`src/rtl/progmem_fetch_master.sv`:
```
// Program-memory fetch master: streams `len` words from a wait-stalled read port
// into a small output FIFO, stopping early on an error response.
module progmem_fetch_master #(
  parameter int ADDR_W     = 12,
  parameter int FIFO_DEPTH = 4
) (
  input  logic              clk,
  input  logic              rst,
  input  logic              start,
  input  logic [ADDR_W-1:0] base_addr,
  input  logic [ADDR_W:0]   len,
  output logic              busy,
  output logic              done,
  output logic              error,
  output logic [ADDR_W-1:0] mst_address,
  output logic              mst_read,
  input  logic [31:0]       mst_readdata,
  input  logic [1:0]        mst_response,
  input  logic              mst_waitrequest,
  output logic [31:0]       out_data,
  output logic              out_valid,
  input  logic              out_ready,
  output logic [2:0]        state_dbg
);
  localparam int PW = (FIFO_DEPTH > 1) ? $clog2(FIFO_DEPTH) : 1;
  localparam int CW = PW + 1;

  typedef enum logic [2:0] {IDLE, READ, HOLD, DRAIN, FIN} state_t;

  // Handshakes: master beat completes when mst_read && !mst_waitrequest;
  // output word transfers when out_valid && out_ready.
  state_t            state;
  logic [ADDR_W:0]   rem;
  logic [31:0]       mem [FIFO_DEPTH];
  logic [PW-1:0]     rd_ptr, wr_ptr;
  logic [CW-1:0]     count, count_after;
  logic              beat, beat_ok, beat_err, push, pop;

  assign beat        = (state == READ) && mst_read && !mst_waitrequest;
  assign beat_ok     = beat && (mst_response == 2'b00);
  assign beat_err    = beat && (mst_response != 2'b00);
  assign push        = beat_ok;
  assign pop         = out_valid && out_ready;
  assign count_after = count + {{PW{1'b0}}, push} - {{PW{1'b0}}, pop};
  assign out_valid   = (count != '0);
  assign out_data    = out_valid ? mem[rd_ptr] : '0;
  assign state_dbg   = state;

  // Storage needs no reset: out_data is masked while the FIFO is empty.
  always_ff @(posedge clk) begin
    if (push) mem[wr_ptr] <= mst_readdata;
  end

  always_ff @(posedge clk or posedge rst) begin
    if (rst) begin
      state       <= IDLE;
      rem         <= '0;
      rd_ptr      <= '0;
      wr_ptr      <= '0;
      count       <= '0;
      mst_address <= '0;
      mst_read    <= 1'b0;
      busy        <= 1'b0;
      done        <= 1'b0;
      error       <= 1'b0;
    end else begin
      if (beat_err) begin
        rd_ptr <= '0;
        wr_ptr <= '0;
        count  <= '0;
      end else begin
        if (push) wr_ptr <= wr_ptr + PW'(1);
        if (pop)  rd_ptr <= rd_ptr + PW'(1);
        count <= count_after;
      end

      case (state)
        IDLE: begin
          if (start) begin
            error <= 1'b0;
            busy  <= 1'b1;
            if (len != '0) begin
              mst_address <= base_addr;
              rem         <= len;
              mst_read    <= 1'b1;
              state       <= READ;
            end else begin
              done  <= 1'b1;
              state <= FIN;
            end
          end
        end
        READ: begin
          if (beat_err) begin
            error    <= 1'b1;
            mst_read <= 1'b0;
            done     <= 1'b1;
            state    <= FIN;
          end else if (beat_ok) begin
            mst_address <= mst_address + ADDR_W'(1);
            rem         <= rem - (ADDR_W+1)'(1);
            if (rem == (ADDR_W+1)'(1)) begin
              mst_read <= 1'b0;
              state    <= DRAIN;
            end else if (count_after == CW'(FIFO_DEPTH)) begin
              mst_read <= 1'b0;
              state    <= HOLD;
            end
          end
        end
        HOLD: begin
          if (count < CW'(FIFO_DEPTH)) begin
            mst_read <= 1'b1;
            state    <= READ;
          end
        end
        DRAIN: begin
          if ((count == '0) || ((count == CW'(1)) && pop)) begin
            done  <= 1'b1;
            state <= FIN;
          end
        end
        FIN: begin
          done  <= 1'b0;
          busy  <= 1'b0;
          state <= IDLE;
        end
        default: state <= IDLE;
      endcase
    end
  end
endmodule
```
`config.mk`:
```
export PLATFORM = sky130hd
export DESIGN_NAME = progmem_fetch_master
export DESIGN_NICKNAME = d
export VERILOG_FILES = /design/src/rtl/progmem_fetch_master.sv
export SDC_FILE = /design/constraint.sdc
export NUM_CORES = 1
export LEC_CHECK = 0
export BUFFER_PORTS_ARGS = -buffer_cell sky130_fd_sc_hd__buf_2
export CAP_MARGIN = 25
export CORE_MARGIN = 5
export CORE_UTILIZATION = 35
export CTS_CLUSTER_SIZE = 30
export DETAILED_ROUTE_END_ITERATION = 12
export PLACE_DENSITY = 0.5
export SLEW_MARGIN = 20
export SYNTH_ARGS = -nofsm -noshare
export SYNTH_HDL_FRONTEND = slang
export SYNTH_SLANG_ARGS = --single-unit
```
`constraint.sdc`:
```
create_clock -name clk -period 5.25 [get_ports clk]
set_input_delay 0.525 -clock clk [delete_from_list [all_inputs] [get_ports clk]]
set_output_delay 0.525 -clock clk [all_outputs]
set_load 0.05 [all_outputs]
```
# Yosys cells after proc, flatten, opt, wreduce, memory -nomap -nowiden
# Memory sizes are Yosys's and may differ from the RTL's.
# Cells that the tools add are included.
[classes]
add_sub_neg = 6
bitwise = 0
n_lt_le_gt_ge = 1
div_mod_pow = 0
multipliers = 0
n_reduce_logical = 26
eq_ne = 17
muxes = 44
n_shift = 0
[ops]
columns = ["operator", "n"]
rows = [
  ["$mux W13", 4],
  ["$mux W12", 4],
  ["$mux W32", 1],
  ["$mux W3", 9],
  ["$pmux W13 S2", 1],
  ["$pmux W12 S2", 1],
  ["$ne A2 B2 Y1 const B", 8],
  ["$mux W1", 15],
  ["$reduce_and A5 Y1", 3],
  ["$eq A13 B1 Y1 const B", 1],
  ["$reduce_bool A13 Y1", 1],
  ["$sub A13 B1 Y13 const B", 1],
  ["$add A12 B1 Y12 const B", 1],
  ["$pmux W3 S4", 1],
  ["$reduce_bool A2 Y1", 5],
  ["$mux W2", 4],
  ["$eq A3 B1 Y1 const B", 2],
  ["$eq A3 B2 Y1 const B", 2],
  ["$eq A3 B3 Y1 const B", 2],
  ["$logic_and A1 B1 Y1", 6],
  ["$logic_not A3 Y1", 2],
  ["$reduce_and A6 Y1", 1],
  ["$reduce_bool A3 Y1", 2],
  ["$add A2 B1 Y2 const B", 2],
  ["14 further kinds", 15],
]
[word_totals]
romBits = 0
ram_bits = 128
out_inout_bits = 52
register_bits = 39
n_memories = 1
latch_bits = 0
[mem_list]
columns = ["name", "words", "width", "rd", "rd_clocked_by_memory_dff", "wr", "line_no", "rtl"]
rows = [
  ["mem", 4, 32, 1, 0, 1, "34", "logic [31:0] mem [FIFO_DEPTH];"],
]

# Depth between registers and ports, before layout
[logic_depth]
word_depth = 12
mapped_depth = 17
mapped_depth_nobuf = 14

# Least setup slack after synthesis
# No wires, ideal clock.
[synth_timing]
kind = "reg-to-reg"
from = "register state[2] (netlist: state_dbg[2])"
to = "register state[0] (netlist: state_dbg[0])"
setup_ps = 95
arrival_time_ps = 3556
setup_slack_ps = 1598
stages_incl_launch_ff = 18
path_cell_list = "dfrtp_1 buf_4 nor3b_4 nand2_2 nor3_4 inv_2 buf_6 buf_4 ha_1 inv_1 ha_1 inv_1 fa_1 xnor3_1 nor3b_1 o41ai_1 o21ai_0 o31ai_1"
[synth_between]
elab_chain_cells = 9
word_cells_on_any_way = 19
classes_between = "2 x add/sub; 9 x eq/ne; 2 x mux; 6 x reduce/logical"
[synth_rtl]
columns = ["item", "line_no", "rtl"]
rows = [
  ["start: declaration", "32", "state_t state;"],
  ["start signal: assignment", "56", "state <= IDLE;"],
  ["start signal: assignment", "86", "state <= READ;"],
  ["start signal: assignment", "89", "state <= FIN;"],
  ["$eq A3 B1 Y1", "39, 77", ""],
  ["$logic_and A1 B1 Y1 (2 in a row)", "39", "assign beat = (state == READ) && mst_read && !mst_waitrequest;"],
  ["$logic_and A1 B1 Y1", "40", "assign beat_ok = beat && (mst_response == 2'b00);"],
  ["$add A3 B1 Y3", "44", "assign count_after = count + {{PW{1'b0}}, push} - {{PW{1'b0}}, pop};"],
  ["$sub A3 B1 Y3", "44", ""],
  ["$eq A3 B3 Y1", "105", "end else if (count_after == CW'(FIFO_DEPTH)) begin"],
  ["$ne A4 B2 Y1 (no line)", "--", ""],
  ["$reduce_and A5 Y1 (no line)", "--", ""],
]
# Parallel ways exist; a longest one is shown, timed or not.
# A chain may end at the register's enable or synchronous reset.

# Final worst setup path
[layout_timing]
from = "register state[0] (netlist: state_dbg[0])"
to = "register state[0] (netlist: state_dbg[0])"
# Same word-level chain as after synthesis.

==> results.json <==
{
  "viasPerCell": 5.32,
  "ys_ff_latch": 167,
  "n_antenna_cell": 0,
  "yosysWarnings": 0,
  "cts.path.max_buffers": 2,
  "io_pins": 116,
  "status": "complete, no violations",
  "dp_slack_ps": 856,
  "synth_edf_count": 128,
  "num_rows": 53,
  "syn_inst": 489,
  "first_global_vias": 4991,
  "gp_routability_congestion": 0.810,
  "hold_viol": 0,
  "drc": 0,
  "nFillCells": 1934,
  "ir_drop_mv": 0.353,
  "combPwrFrac_pct": 43.3,
  "seq_power_share_pct": 33.0,
  "syn-num-nets": 563,
  "die_h_um": 155,
  "die_area_um2": 23900,
  "intPower_uw": 3060,
  "path_class": "reg2reg",
  "htreeDepth": 4,
  "period_share_pct": 85.2,
  "layout_setup_ws_ps": 778,
  "root_buffer": "clkbuf_16",
  "insertion_delay_ps": 430,
  "core-area_um2": 20800,
  "initial_core_util_pct": 35.2,
  "final_cells": 890,
  "die_x_um": 155,
  "yosys_most_used_dff": "edfxtp_1",
  "avgSynthCellArea_um2": 15.0,
  "p_clk_share_pct": 23.8,
  "worst_slew_pin_slew_ps": 987,
  "grt_max_degree": 40,
  "timing.hold.ws_ps": 286,
  "tns_ps": 0,
  "async_flop_share_pct": 23.4,
  "seq_area_frac_synth_pct": 65.7,
  "worstSetupEndpointType": "flop",
  "required_ps": 5580,
  "crit_path_start_kind": "flop",
  "switchingPower_uw": 2380,
  "portBuffers": 115,
  "overflow": 0,
  "postCtsSetupRepairBufs": 0,
  "wire_per_inst_um": 19.4,
  "nets": 676,
  "leakagePower_uw": 0.00321,
  "grt_usage_pct": 14.9,
  "critPathMaxFanout": 34,
  "wl_um": 17300,
  "finClkSkew_ps": 13.8,
  "syn_to_final_growth_pct": 20.1,
  "cts_tree": "built",
  "ctsResizeCount": 0,
  "drt_iter0_drc": 260,
  "cts_hold_buf": 0,
  "max_freq_mhz": 224,
  "hp-class": "in2async",
  "synth_cell_types": 54,
  "switching_share_pct": 43.7,
  "crit_slowest_cell": "o41ai_1",
  "antenna_found_initial": 1,
  "clkSinkCount": 167,
  "layout_common_cells": "edfxtp_1 (128), buf_2 (115), dfrtp_1 (38)",
  "worstPathArrival_ps": 4800,
  "max_slew_margin_pct": 34.2,
  "finalSetupViolations": 0,
  "min_period_ps": 4470,
  "grt_pass1_wl_um": 27600,
  "dp.cells": 858,
  "ant_nets": 0,
  "cp_cell_sequence": "buf_4 > nor3b_4 > buf_4 > nand2_2 > nor3_4 > inv_2 > ha_1 > inv_1 > ha_1 > inv_1 > fa_1 > xnor3_1 > nor3b_1 > o41ai_1 > o21ai_0 > o31ai_1",
  "vias": 4738,
  "layout_commonest_cell": "edfxtp_1",
  "slowest_delay_ps": 670,
  "path_clk_slew_ps": 70,
  "slew_viol_final": 0,
  "dp_hpwl_um": 11100,
  "powerDensity_nw_per_um2": 618,
  "drive_above_1_share_pct": 31.5,
  "netlist_area_um2": 7330,
  "max_cap_viol_count": 0,
  "cts_inserted_buffers": 17,
  "rsz0062_at_grt": "false",
  "drt-pass1-iter-count": 5
}
-- flip-flops by register name (all words and copies together), names as in the netlist --
signal       cells
busy             1
count            3
done             1
error            1
mem            128
mst_address     12
mst_read         1
rd_ptr           2
rem             13
state_dbg        3
wr_ptr           2
-- worst max-delay path, delay by kind of cell (launching register included) --
| kind | cells | cell delay, ps |
|---|---|---|
| compound gates | 3 | 970 |
| xor+xnor | 1 | 240 |
| fa+ha+maj | 3 | 880 |
| buf+inv | 5 | 1060 |
| flops | 1 | 330 |
| simple gates | 4 | 870 |
-- Yosys cell counts, drive strengths merged (6+ instances only) --
| library cell | n | area, um2 |
|---|---|---|
| edfxtp | 128 | 3840 |
| dfrtp | 39 | 976 |
| and2 | 37 | 231 |
| mux4 | 32 | 721 |
| nor2 | 32 | 120 |
| o21ai | 20 | 100 |
| clkbuf | 19 | 73.8 |
| nand2 | 17 | 66.3 |
| a21oi | 16 | 80.1 |
| nor3 | 16 | 91.3 |
| inv | 13 | 48.8 |
| a31oi | 12 | 75.1 |
| ha | 9 | 113 |
| o22a | 9 | 78.8 |
| buf | 8 | 50.0 |
| nor2b | 8 | 50.1 |
| a22oi | 7 | 52.6 |
| nand3 | 6 | 30.0 |
-- cells by family (layout without fill, tap and decap cells) --
logic type	after synthesis	in the layout	share of synthesized area, %
multiplexers	33	33	9.97
flip-flops	167	167	65.7
adder cells (fa/ha/maj)	10	10	1.81
AND/OR/NAND/NOR	139	139	10.4
XOR/XNOR	3	3	0.546
buffers and inverters	40	166	2.36
AO/OA/AOI/OAI	97	97	9.18
-- through the flow --
stage / util, % / power (uW) / instance area (um2)
after floorplan: - / 3620 / 7330
after global placement: 39.3 / 4190 / 8180
after detailed placement: 39.3 / 4200 / 8180
after CTS: 42.3 / 5510 / 8800
after global routing: 42.3 / 5730 / 8800
final: 42.3 / 5440 / 8800
-- final timing paths --
path	startpoint	to	slack, ps	cells past startpoint
worst min-delay path	rst	mst_address[1]$_DFFE_PP0P_	290	3
worst max-delay path	state_dbg[0]$_DFFE_PP0P_	state_dbg[0]$_DFFE_PP0P_	780	16
max in group asynchronous	rst	rd_ptr[0]$_DFFE_PP0P_	4560	3
worst max register to register	state_dbg[0]$_DFFE_PP0P_	state_dbg[0]$_DFFE_PP0P_	780	16
worst min register to register	error$_DFFE_PP0P_	error$_DFFE_PP0P_	480	1
min in group clk	base_addr[11]	mst_address[11]$_DFFE_PP0P_	310	3
-- power groups by stage --
| stage | sequential, uW | combinational [uW] | clock, uW |
|---|---|---|---|
| floorplan | 1950 | 1670 | 0 |
| global placement | 1820 | 2370 | 0 |
| detailed placement | 1820 | 2380 | 0 |
| global route | 1820 | 2530 | 1380 |
| CTS | 1800 | 2380 | 1330 |
| finish | 1790 | 2350 | 1290 |
-- layout make-up --
| cell class | count | area (um2) | share of cell area, % |
|---|---|---|---|
| well taps | 275 | 344 | 3.91 |
| multi-input cells | 282 | 2340 | 26.6 |
| clock buffers | 17 | 425 | 4.83 |
| flip-flops and latches | 167 | 4820 | 54.8 |
| clock inverters | 15 | 200 | 2.27 |
| inverters | 13 | 48.8 | 0.554 |
| repair buffers | 121 | 621 | 7.05 |
-- metal layers --
metal	up-vias	part of all wire (%)	GRT usage, %
met4	2	1.3	4.75
met2	142	49	24.6
li1	2146	-	-
met3	18	5.2	3.81
met1	2430	44	19.5
met5	-	0.041	0
Power figures use the tool's default switching activity.
